### src/rtl/tt_sweep_reader_if.sv
`default_nettype none
// ============================================================================
// Module   : tt_sweep_reader_if
// Brief    : Bundle between the truth-table sweep reader, its FUT and scoreboard.
// Revision : 1.0
// ============================================================================
// The assembled table is named truth_table because "table" is a reserved word.
interface tt_sweep_reader_if;
    logic         start;
    logic [127:0] expected;
    logic         x0;
    logic         x1;
    logic         x2;
    logic         x3;
    logic         x4;
    logic         x5;
    logic         x6;
    logic         out;
    logic         busy;
    logic         done;
    logic [127:0] truth_table;
    logic         match;
    logic [7:0]   weight;

    modport master (
        output start, expected, out,
        input  x0, x1, x2, x3, x4, x5, x6, busy, done, truth_table, match, weight
    );

    modport slave (
        input  start, expected, out,
        output x0, x1, x2, x3, x4, x5, x6, busy, done, truth_table, match, weight
    );
endinterface
`default_nettype wire

### src/rtl/tt_sweep_reader.sv
`default_nettype none
// ============================================================================
// Module   : tt_sweep_reader
// Brief    : Drives all 128 minterms into a FUT, assembles its truth table,
//            and reports match against a reference plus onset weight.
// Revision : 1.0
// ============================================================================
module tt_sweep_reader #(
    parameter int LAT = 0
) (
    input  logic              clk,
    input  logic              rst,
    tt_sweep_reader_if.slave  bus
);

    typedef enum logic [1:0] {
        S_IDLE  = 2'd0,
        S_SWEEP = 2'd1,
        S_DRAIN = 2'd2,
        S_DONE  = 2'd3
    } state_t;

    localparam logic [2:0] c_drain_last = (LAT > 0) ? 3'(LAT - 1) : 3'd0;

    state_t       r_state;
    state_t       w_state_nxt;
    logic [6:0]   r_idx;
    logic [2:0]   r_drain;
    logic [127:0] r_expected;
    logic [127:0] r_table;
    logic [127:0] w_table_nxt;
    logic [7:0]   r_weight;
    logic [7:0]   w_weight_nxt;
    logic         r_match;
    logic         w_accept;
    logic         w_enter_done;
    logic         w_drive;
    logic         w_smp_vld;
    logic [6:0]   w_smp_idx;
    logic [6:0]   w_x;

    assign w_accept = bus.start && ((r_state == S_IDLE) || (r_state == S_DONE));
    assign w_drive  = (r_state == S_SWEEP) || (r_state == S_DRAIN);

    always_ff @(posedge clk) begin
        if (rst) begin
            r_state <= S_IDLE;
        end else begin
            r_state <= w_state_nxt;
        end
    end

    always_comb begin
        w_state_nxt  = r_state;
        w_enter_done = 1'b0;
        case (r_state)
            S_IDLE:  if (bus.start) w_state_nxt = S_SWEEP;
            S_SWEEP: if (r_idx == 7'd127) w_state_nxt = (LAT == 0) ? S_DONE : S_DRAIN;
            S_DRAIN: if (r_drain == c_drain_last) w_state_nxt = S_DONE;
            S_DONE:  w_state_nxt = bus.start ? S_SWEEP : S_IDLE;
            default: w_state_nxt = S_IDLE;
        endcase
        if (w_drive && (w_state_nxt == S_DONE)) begin
            w_enter_done = 1'b1;
        end
    end

    // Valid/index delay line aligns each sample with the FUT response latency.
    generate
        if (LAT == 0) begin : g_lat_zero
            assign w_smp_vld = (r_state == S_SWEEP);
            assign w_smp_idx = r_idx;
        end else begin : g_lat_pipe
            logic [LAT-1:0] r_dv;
            logic [6:0]     r_di [LAT];

            always_ff @(posedge clk) begin
                if (rst) begin
                    r_dv <= '0;
                    for (int k = 0; k < LAT; k++) r_di[k] <= '0;
                end else begin
                    r_dv[0] <= (r_state == S_SWEEP);
                    r_di[0] <= r_idx;
                    for (int k = 1; k < LAT; k++) begin
                        r_dv[k] <= r_dv[k-1];
                        r_di[k] <= r_di[k-1];
                    end
                end
            end

            assign w_smp_vld = r_dv[LAT-1];
            assign w_smp_idx = r_di[LAT-1];
        end
    endgenerate

    always_comb begin
        w_table_nxt  = r_table;
        w_weight_nxt = r_weight;
        if (w_smp_vld) begin
            w_table_nxt[w_smp_idx] = bus.out;
            w_weight_nxt           = r_weight + {7'd0, bus.out};
        end
    end

    always_ff @(posedge clk) begin
        if (rst) begin
            r_idx      <= '0;
            r_drain    <= '0;
            r_expected <= '0;
            r_table    <= '0;
            r_weight   <= '0;
            r_match    <= 1'b0;
        end else if (w_accept) begin
            r_expected <= bus.expected;
            r_table    <= '0;
            r_weight   <= '0;
            r_match    <= 1'b0;
            r_idx      <= '0;
            r_drain    <= '0;
        end else begin
            if ((r_state == S_SWEEP) && (r_idx != 7'd127)) r_idx <= r_idx + 7'd1;
            r_drain  <= (r_state == S_DRAIN) ? r_drain + 3'd1 : 3'd0;
            r_table  <= w_table_nxt;
            r_weight <= w_weight_nxt;
            // Compare the table including the final sample landing on this edge.
            if (w_enter_done) r_match <= (w_table_nxt == r_expected);
        end
    end

    assign w_x = w_drive ? r_idx : 7'd0;
    assign {bus.x6, bus.x5, bus.x4, bus.x3, bus.x2, bus.x1, bus.x0} = w_x;
    assign bus.busy        = w_drive;
    assign bus.done        = (r_state == S_DONE);
    assign bus.truth_table = r_table;
    assign bus.match       = r_match;
    assign bus.weight      = r_weight;

endmodule
`default_nettype wire
### src/flat_wrapper.sv
// flat-port wrapper written by rule: the top's interface ports become plain ports
module tt_sweep_reader_flat 
#(
    parameter int LAT = 0
)
  (clk, rst, bus_start, bus_expected, bus_out, bus_x0, bus_x1, bus_x2, bus_x3, bus_x4, bus_x5, bus_x6, bus_busy, bus_done, bus_truth_table, bus_match, bus_weight);
  tt_sweep_reader_if bus_i ();
  input  logic clk;
  input  logic rst;
  input wire logic [$bits(bus_i.start)-1:0] bus_start;
  input wire logic [$bits(bus_i.expected)-1:0] bus_expected;
  input wire logic [$bits(bus_i.out)-1:0] bus_out;
  output wire logic [$bits(bus_i.x0)-1:0] bus_x0;
  output wire logic [$bits(bus_i.x1)-1:0] bus_x1;
  output wire logic [$bits(bus_i.x2)-1:0] bus_x2;
  output wire logic [$bits(bus_i.x3)-1:0] bus_x3;
  output wire logic [$bits(bus_i.x4)-1:0] bus_x4;
  output wire logic [$bits(bus_i.x5)-1:0] bus_x5;
  output wire logic [$bits(bus_i.x6)-1:0] bus_x6;
  output wire logic [$bits(bus_i.busy)-1:0] bus_busy;
  output wire logic [$bits(bus_i.done)-1:0] bus_done;
  output wire logic [$bits(bus_i.truth_table)-1:0] bus_truth_table;
  output wire logic [$bits(bus_i.match)-1:0] bus_match;
  output wire logic [$bits(bus_i.weight)-1:0] bus_weight;
  assign bus_i.start = bus_start;
  assign bus_i.expected = bus_expected;
  assign bus_i.out = bus_out;
  assign bus_x0 = bus_i.x0;
  assign bus_x1 = bus_i.x1;
  assign bus_x2 = bus_i.x2;
  assign bus_x3 = bus_i.x3;
  assign bus_x4 = bus_i.x4;
  assign bus_x5 = bus_i.x5;
  assign bus_x6 = bus_i.x6;
  assign bus_busy = bus_i.busy;
  assign bus_done = bus_i.done;
  assign bus_truth_table = bus_i.truth_table;
  assign bus_match = bus_i.match;
  assign bus_weight = bus_i.weight;
  tt_sweep_reader #(.LAT(LAT)) u_core (.clk(clk), .rst(rst), .bus(bus_i));
endmodule
### config.mk
export PLATFORM = sky130hd
export DESIGN_NAME = tt_sweep_reader_flat
export DESIGN_NICKNAME = d
export VERILOG_FILES = /design/src/rtl/tt_sweep_reader_if.sv /design/src/rtl/tt_sweep_reader.sv /design/src/flat_wrapper.sv
export SDC_FILE = /design/constraint.sdc
export NUM_CORES = 1
export LEC_CHECK = 0
export CORE_MARGIN = 1
export CORE_UTILIZATION = 25
export CTS_CLUSTER_DIAMETER = 60
export DETAILED_ROUTE_END_ITERATION = 8
export SLEW_MARGIN = 20
export SYNTH_ARGS = -nofsm -noshare
export SYNTH_HDL_FRONTEND = slang
export SYNTH_SLANG_ARGS = --single-unit
### constraint.sdc
create_clock -name clk -period 6.6 [get_ports clk]
set_input_delay 1.32 -clock clk [delete_from_list [all_inputs] [get_ports clk]]
set_output_delay 1.32 -clock clk [all_outputs]
set_load 0.02 [all_outputs]
==> metrics <==
Row Count=86; CTS tree=built; average size of a mapped cell=7.587 um2; WL final=73.87 mm; final hold viol count=0; worst vdd ir=0.1402 mV; WL per Instance=26.22 um; Worst Path Required=7.10 ns; CP max-delay cell=nand4bb_1; Clock Skews=0.01331 ns; largest family of logic cells by synthesized area=simple AND/OR/NAND/NOR gates; switching share of power=28.46%; mux share of post-synthesis cell area=0.4295%; post-synthesis adder-cell area fraction=0.8948%; Main synth FF type=dfxtp_1; Hold Path Class=reg -> reg; commonest non-fill, non-tap cell in the layout=a21oi_1; final setup fails=0; GRT met2 Usage=37.38%; routing usage on met1=34.64%; R2R depth=9; fin crit share=61.86%; RePlAce Congestion=0.9975; root buf cell=clkbuf_16; Pint=3.143 mW; setup TNS=0 ns; final non-filler cell total=2817; crit path from=u_core.r_idx[4]$_SDFFE_PP0P_; gr ovfl total=0; LEAKAGE=6.457 nW; Pwr per Cell Area=235.5 nW/um2; Post-CTS Repair Setup Buffers=0; post-synthesis cell area=13980 um2; 1st-iter DRT viols=1667; TritonCTS Buffers=39; IO Pins=278; Largest stage delay, worst path=0.76 ns; layout cell share with drive strength beyond 1=6.576%; drt pass-1 iters=5; post-synth top area share=39.66%; Compound-Gate Fraction of Synth Area=23.35%; via count of the first global-routing pass=14.66k; Fmax=244.9 MHz; status=complete, no violations; initial antenna violation count=2; global routing usage on met3=5.612%; Worst EP arrival=4.58 ns; Yosys warnings=0; cell taking the most area after synthesis=dfxtp_1; sequential share of the synthesized area=39.66%; CTS H-tree depth=2; Yosys reg bits=277; Area Growth Syn to Fin=33.44%; placed cell area=17380 um2; clk_lat worst skew=0.57 ns; Total GRT Usage=25.22%; Clock transition at path regs=0.06 ns; Least-Margin Pin Slew=1.099 ns; pin count of the biggest net entering global routing=76; die footprint=56880 um2; Yosys cell types=75; Vias/cell=5.596; Max FO, Critical Path=23; input/output buffers=277; clk buf depth=3; Cells after Synth=1843; Chip Height=238.5 um; Seq pwr share=41.6%; Post-synth EDFFs=0; core area=55200 um2; top cells by area, synth=dfxtp_1, a21oi_1, nand2_1, o21ai_0, nand3_1; Switch Pwr=1.250 mW; combinational power share=10.3%; Residual DRC=0; crit path kind=reg -> reg; Synth Area in XOR/XNOR=2.631%; RSZ-0062 raised after global routing=no; fin crit period=4.083 ns; CP Launch Type=register; Max Transition Viols Final=0; Syn Nets=1985; global-route wire length before repair=104.5 mm; cts hold-fix bufs=0; clock network power share=48.2%; Routed Antenna Nets=0; fin nets=2182; vias post-DR=15.76k; async set-reset flop share out of synthesis=0%; post-route design area=18660 um2; slew margin rel.=26.49%; hold path depth=1; # clock sinks=277; most frequent cells in the layout=a21oi_1, nand2_1, dfxtp_1; Post-Synth Simple-Gate Area=27.59%; CP Cell Sequence=buf_4 -> nand4bb_1 -> o21ai_0 -> a21oi_1 -> nor4_1 -> nand4_1 -> nor4_1 -> nand4_1 -> nand2_1; starting density of the core=25.33%; die width=238.5 um; CTS resizes=0; Detail Placement HPWL=53.33 mm; Placed Cells=2747; RR Startpoint=u_core.r_idx[4]$_SDFFE_PP0P_; Top Usage Layer GRT=met2; Max Cap Violations=0; worst hold start=u_core.r_drain[0]$_SDFF_PP0_; critical path endpoint category=register
==> logic make-up after synthesis <==
kind of cell | count (synthesis)
compound gates | 586
xor+xnor | 42
fa+ha+maj | 10
buf+inv | 175
flops | 277
mux | 6
simple gates | 747
==> power by group through the flow <==
stage	logic [mW]	clock network [mW]	registers, mW
4_1_cts	0.449	2.14	1.82
5_1_grt	0.488	2.21	1.83
6_report	0.451	2.12	1.83
3_5_place_dp	0.447	0	1.86
3_3_place_gp	0.446	0	1.86
2_1_floorplan	0.253	0	1.80
==> critical path, delay by kind of cell (launching register included) <==
family | cells | cell delay [ns]
buffers and inverters | 1 | 0.38
flip-flops | 1 | 0.63
AO/OA/AOI/OAI | 2 | 0.76
AND/OR/NAND/NOR | 6 | 2.24
==> area by class of cell <==
| cell class | count | area [um2] |
|---|---|---|
| tap | 748 | 935.9 |
| antenna | 1 | 2.502 |
| clock buffer | 46 | 1085 |
| multi-input combinational | 1391 | 7726 |
| inverter | 10 | 37.54 |
| timing repair buffer | 321 | 3136 |
| sequential | 277 | 5545 |
| clock inverter | 23 | 191.4 |
| fill | 5804 | 36540 |
==> worst paths after layout <==
check / end / slack [ns]
max: u_core.bus.match$_SDFFE_PP0P_ / 2.52
min: u_core.r_drain[0]$_SDFF_PP0_ / 0.46
max reg2reg: u_core.bus.match$_SDFFE_PP0P_ / 2.52
min reg2reg: u_core.r_drain[0]$_SDFF_PP0_ / 0.46
==> registers in the layout, indices dropped and copies added, names as in the netlist <==
name and flops:
u_core.r_idx 7, u_core.r_drain 3, u_core.bus.truth_table 128, u_core.r_expected 128, u_core.r_state 2, u_core.bus.weight 8
u_core.bus.match 1
==> synthesized netlist by cell type, drive strengths merged, types with 9 or more instances <==
cell type,instances
a21oi,333
nand2,291
dfxtp,277
o21ai,148
nand3,118
clkbuf,114
nor2,65
and3,53
buf,51
nor3,36
nand4,33
nor4,32
nor2b,30
xor2,25
nand2b,17
xnor2,17
a22oi,13
a2111oi,11
a211oi,11
o22ai,11
ha,10
inv,9
nand4bb,9
or4,9
==> layer usage <==
| layer | part of all wire, % | vias up | wire (um) |
|---|---|---|---|
| li1 | - | 7062 | - |
| met1 | 43 | 7665 | 31780 |
| met2 | 42 | 881 | 31250 |
| met3 | 10 | 154 | 7410 |
| met4 | 4.6 | 2 | 3416 |
| met5 | 0.018 | - | 13 |
==> per-stage QoR <==
stage | power, mW | setup WS, ns | hold slack (ns) | util (%)
final | 4.393 | 2.517 | 0.4619 | 33.80
after global routing | 4.523 | 2.271 | 0.4972 | 33.80
after CTS | 4.408 | 2.648 | 0.4706 | 33.80
after detailed placement | 2.305 | 2.246 | 0.4595 | 31.49
after global placement | 2.302 | 2.310 | 0.4286 | 31.49
after floorplan | 2.053 | 3.472 | 0.4173 | -
Note: power is estimated with default switching activity, not from simulation.
